File: src/rtl/shift_pkg.sv
// Shared encodings for the multi-cycle shift unit.
// Op codes match the 2-bit op field of the datapath.
package shift_pkg;

  typedef enum logic [1:0] {
    OP_SLL = 2'b00,
    OP_SRL = 2'b01,
    OP_SRA = 2'b10,
    OP_ROR = 2'b11
  } op_e;

  typedef enum logic [1:0] {
    ST_IDLE = 2'b00,
    ST_RUN  = 2'b01,
    ST_DONE = 2'b10
  } state_e;

endpackage

File: src/rtl/shift_step.sv
// One combinational shift step of 0..STEP positions.
// SRA fills from sra_fill; ROR wraps LSBs back into the MSB.
module shift_step
  import shift_pkg::*;
#(
  parameter int WIDTH = 32,
  parameter int AW    = 6
) (
  input  logic [WIDTH-1:0] data,
  input  logic [AW-1:0]    amt,
  input  op_e              op,
  input  logic             sra_fill,
  output logic [WIDTH-1:0] y
);

  logic [2*WIDTH-1:0] ext;
  logic [2*WIDTH-1:0] ext_sh;

  always_comb begin
    ext = {WIDTH'(0), data};
    unique case (1'b1)
      (op == OP_SRA): ext = {{WIDTH{sra_fill}}, data};
      (op == OP_ROR): ext = {data, data};
      default:        ext = {WIDTH'(0), data};
    endcase
  end

  assign ext_sh = ext >> amt;

  always_comb begin
    y = ext_sh[WIDTH-1:0];
    unique case (1'b1)
      (op == OP_SLL): y = data << amt;
      default:        y = ext_sh[WIDTH-1:0];
    endcase
  end

endmodule

File: src/rtl/shift_unit_mc.sv
// Multi-cycle SLL/SRL/SRA/ROR unit, at most STEP bits per clock.
// Start/busy/done handshake; res is held until the next done.
module shift_unit_mc
  import shift_pkg::*;
#(
  parameter int WIDTH = 32,
  parameter int STEP  = 1,
  parameter int SHW   = $clog2(WIDTH)
) (
  input  logic             clk,
  input  logic             rst,
  input  logic             start,
  input  logic [1:0]       op,
  input  logic [WIDTH-1:0] A,
  input  logic [SHW-1:0]   shift,
  output logic             busy,
  output logic             done,
  output logic [WIDTH-1:0] res
);

  localparam int KW = SHW + 1;

  state_e           state_q;
  state_e           state_d;
  logic [WIDTH-1:0] work;
  logic [SHW-1:0]   rem;
  op_e              op_q;
  logic [KW-1:0]    k;
  logic [SHW-1:0]   rem_nx;
  logic [WIDTH-1:0] step_y;
  logic             accept;

  assign accept = start && (state_q != ST_RUN);

  always_comb begin
    k = KW'(STEP);
    if ({1'b0, rem} < KW'(STEP)) k = {1'b0, rem};
  end

  assign rem_nx = rem - k[SHW-1:0];

  shift_step #(
    .WIDTH (WIDTH),
    .AW    (KW)
  ) u_step (
    .data     (work),
    .amt      (k),
    .op       (op_q),
    .sra_fill (work[WIDTH-1]),
    .y        (step_y)
  );

  always_ff @(posedge clk) begin
    if (rst) state_q <= ST_IDLE;
    else     state_q <= state_d;
  end

  always_comb begin
    state_d = state_q;
    unique case (state_q)
      ST_RUN: if (rem_nx == '0) state_d = ST_DONE;
      default: begin
        state_d = ST_IDLE;
        if (start) state_d = (shift == '0) ? ST_DONE : ST_RUN;
      end
    endcase
  end

  always_comb begin
    busy = (state_q == ST_RUN);
    done = (state_q == ST_DONE);
  end

  // SRA keeps the sign in work's MSB, so it serves as the fill each step
  always_ff @(posedge clk) begin
    if (rst) begin
      work <= '0;
      rem  <= '0;
      op_q <= OP_SLL;
      res  <= '0;
    end else if (accept) begin
      work <= A;
      rem  <= shift;
      op_q <= op_e'(op);
      if (shift == '0) res <= A;
    end else if (state_q == ST_RUN) begin
      work <= step_y;
      rem  <= rem_nx;
      if (rem_nx == '0) res <= step_y;
    end
  end

endmodule

File: config.mk
export PLATFORM = sky130hd
export DESIGN_NAME = shift_unit_mc
export DESIGN_NICKNAME = d
export VERILOG_FILES = /design/src/rtl/shift_pkg.sv /design/src/rtl/shift_step.sv /design/src/rtl/shift_unit_mc.sv
export SDC_FILE = /design/constraint.sdc
export NUM_CORES = 1
export LEC_CHECK = 0
export CORE_UTILIZATION = 35
export DETAILED_ROUTE_END_ITERATION = 6
export PLACE_DENSITY = 0.58
export RECOVER_POWER = 25
export SKIP_LAST_GASP = 1
export SLEW_MARGIN = 0
export SYNTH_ARGS = -nofsm -noshare
export SYNTH_HDL_FRONTEND = slang
export SYNTH_HIERARCHICAL = 1
export SYNTH_SLANG_ARGS = --single-unit
export TNS_END_PERCENT = 1
File: constraint.sdc
create_clock -name clk -period 3.6 [get_ports clk]
set_clock_uncertainty 0.05 [all_clocks]
set_input_delay 0.72 -clock clk [delete_from_list [all_inputs] [get_ports clk]]
set_output_delay 0.72 -clock clk [all_outputs]
set_load 0.05 [all_outputs]
==> reports/results.ini <==
[synth]
synth_cell_types=90
synth-seq-cells=73
synth_ff_type=dfxtp_1
yosysSeqAreaShare_pct=14.73
synth_edf_count=0
synth_area_leaders=mux2i_1 17%, dfxtp_1 15%, mux4_2 10%
yosys_warnings=6
synth_top_area_cell=mux2i_1
synth.top_cell.area_share_pct=16.75
async_flop_share_pct=0
synthCells=1188
synth.cell_area_um2=9920
avgSynthCellArea_um2=8.350

[cts]
clock_path_buffers=2
cts.clk_slew.worst_paths_ns=0.06
ctsHtreeMaxLevel=3
cts-root-buf=clkbuf_16
cts_made_buffers=9
cts.sinks=73
cts_tree=yes
clkLatencyLatePin_ns=0.34

[floorplan]
core_um2=27860
rows=61
die_y_um=170.4
dieWidth_um=170.4
io_pins=76
fp.dieArea_um2=29020
initial_core_util_pct=35.61

[global_routing]
grt_pass1_vias=10627
grt_max_degree=83
grt_pass1_wl_mm=73.44
grt_usage_pct=34.62
grt_overflow=0
antenna_found_initial=0

[cells_and_area]
final_area_um2=11340
layout_commonest_cell=mux2i_1
fillers=2815
fin_nets=1272
layout_common_cells=166 x mux2i_1, 117 x nor2_1, 96 x a211oi_1
num_antenna_cells=0
final-instance-count-excl-fill=1611
areaGrowthSynthToFinish_pct=14.30
drive_above_1_share_pct=17.84

[sta]
fin_crit_sh_pct=97.49
hold_viol=0
tns_ns=0
setup_viol=0
final_max_slew_viol_count=0
min_period_ns=3.510
relSlewSlack_pct=4.526
rsz0062_at_grt=yes
fmax_mhz=284.9
tightest_slew_ns=1.427

[detailed_routing]
first_pass_iters=5
vias=11182
vias_per_cell=6.941
detail-route-antenna-nets=0
drc=0
drtIter0Drc=1461
wirelength_mm=50.39
post_drt_wl_per_cell_um=31.28

[hold_path]
hp-start=op_q[0]$_SDFFE_PP0P_
hp-class=flop to flop

[placed_design]
placed_area_um2=11010
io_buffers=75
placed_cells=1595
place_congestion=1.051
hpwl_mm=36.16

[worst_setup_path]
critical_path_class=flop to flop
worstReg2RegEnd=res[28]$_SDFFE_PP0P_
reg2reg_slack_ns=0.09
cp.arrival_ns=3.65
worstPathRequired_ns=3.74
r2r-start=rem[2]$_SDFFE_PP0P_
critPathCapture=res[28]$_SDFFE_PP0P_
r2r_cells=9
crit_fanout=10
crit_start=rem[2]$_SDFFE_PP0P_
setup.worst_path.start_class=flop
endpoint_kind=flop

[pwr]
p_leak_nw=4.264
fin_total_pwr_mw=4.892
irDropWorstVdd_uv=264.3
powerDensity_nw_per_um2=431.5

[flow_run]
drv_cap=0

[status]
outcome=finished, final reports clean

## how the worst min path moves through the flow
stage	to	slack, ns	depth (start not counted)
6_report	op_q[0]$_SDFFE_PP0P_	0.46	2
2_1_floorplan	op_q[0]$_SDFFE_PP0P_	0.38	2
5_1_grt	op_q[0]$_SDFFE_PP0P_	0.51	2
3_5_place_dp	op_q[0]$_SDFFE_PP0P_	0.46	2
4_1_cts	op_q[0]$_SDFFE_PP0P_	0.46	2
3_3_place_gp	op_q[0]$_SDFFE_PP0P_	0.46	2
## power breakdown
group,switching [mW],total [mW],internal [mW]
logic,1.73,2.81,1.08
clock network,0.369,0.975,0.607
registers,0.195,1.10,0.909
## worst max-delay path, cell delays in order (launching register included)
cell	delay, ns
dfxtp_1	0.35
or2_1	0.30
nor3_2	0.22
nand2b_4	0.20
mux2i_1	0.64
mux4_2	0.37
o22ai_1	0.11
or4_1	0.69
mux2i_1	0.32
a211oi_2	0.11
## final cells by class
type / count / area (um^2) / area share, %
clock inverters: 7 / 95.09 / 0.8387
clock buffers: 9 / 225.2 / 1.986
repair buffers: 144 / 1318 / 11.62
flip-flops and latches: 73 / 1461 / 12.89
inverters: 11 / 46.29 / 0.4083
multi-input cells: 989 / 7720 / 68.09
well taps: 378 / 473.0 / 4.171
## cell usage after synthesis, types with 4 or more instances
cell,instances
nor4_1,9
a22oi_1,29
a2bb2oi_1,5
a221oi_1,6
nand3_1,20
o211ai_1,23
nor3_1,29
o21ai_1,4
a221o_1,4
nor2_1,117
a211oi_1,96
buf_6,15
a222oi_1,6
a22o_1,10
nand2_1,91
mux2_2,36
mux4_2,44
or2_2,5
a2111oi_0,4
a211oi_2,30
and2_1,8
buf_4,5
dfxtp_1,73
buf_2,40
clkbuf_1,58
o2bb2ai_1,4
nand4_1,5
o21ai_0,35
mux2i_1,166
nor2b_1,8
a32oi_1,7
nand3b_1,4
nand2b_1,10
a31oi_1,7
buf_1,9
a21oi_1,43
inv_1,6
o221ai_1,6
o22ai_1,23
and3_1,5
o21a_1,5
## repair_timing
item	CTS	global route
gates resized for setup	1	1
setup buffers	0	0
endpoints found under the setup margin	1	4
hold buffers	0	0
cloned	0	0
## sequential cells by signal, indices dropped and copies added (netlist names)
name / flops
state_q: 2
work: 32
res: 32
rem: 5
op_q: 2
## cells by family (layout without fill, tap and decap cells)
family | after synthesis | in the layout | share of synthesized area, %
compound gates | 385 | 385 | 29.84
simple gates | 332 | 332 | 15.59
mux | 247 | 247 | 30.98
buf+inv | 148 | 171 | 8.565
flops | 73 | 73 | 14.73
fa+ha+maj | 2 | 2 | 0.2522
other cells | 1 | 23 | 0.03780
## per-layer routing
| metal | track usage [%] | routed length (um) | share of wire, % | vias to the layer above |
|---|---|---|---|---|
| li1 | - | - | - | 4723 |
| met1 | 45.54 | 19960 | 40 | 5319 |
| met2 | 51.39 | 20940 | 42 | 926 |
| met3 | 9.140 | 6348 | 13 | 214 |
| met4 | 18.45 | 3138 | 6.2 | 0 |
| met5 | 0 | 0 | 0 | - |
## metrics by stage
step / setup WS, ns / util [%] / hold WS, ns
after floorplan: 0.6649 / - / 0.3830
after global placement: 0.05151 / 39.52 / 0.4554
after detailed placement: 0.02115 / 39.52 / 0.4558
after CTS: 0.1336 / 40.69 / 0.4626
after global routing: -0.007320 / 40.70 / 0.5100
final: 0.09038 / 40.70 / 0.4588
Note: power is estimated with default switching activity, not from simulation.
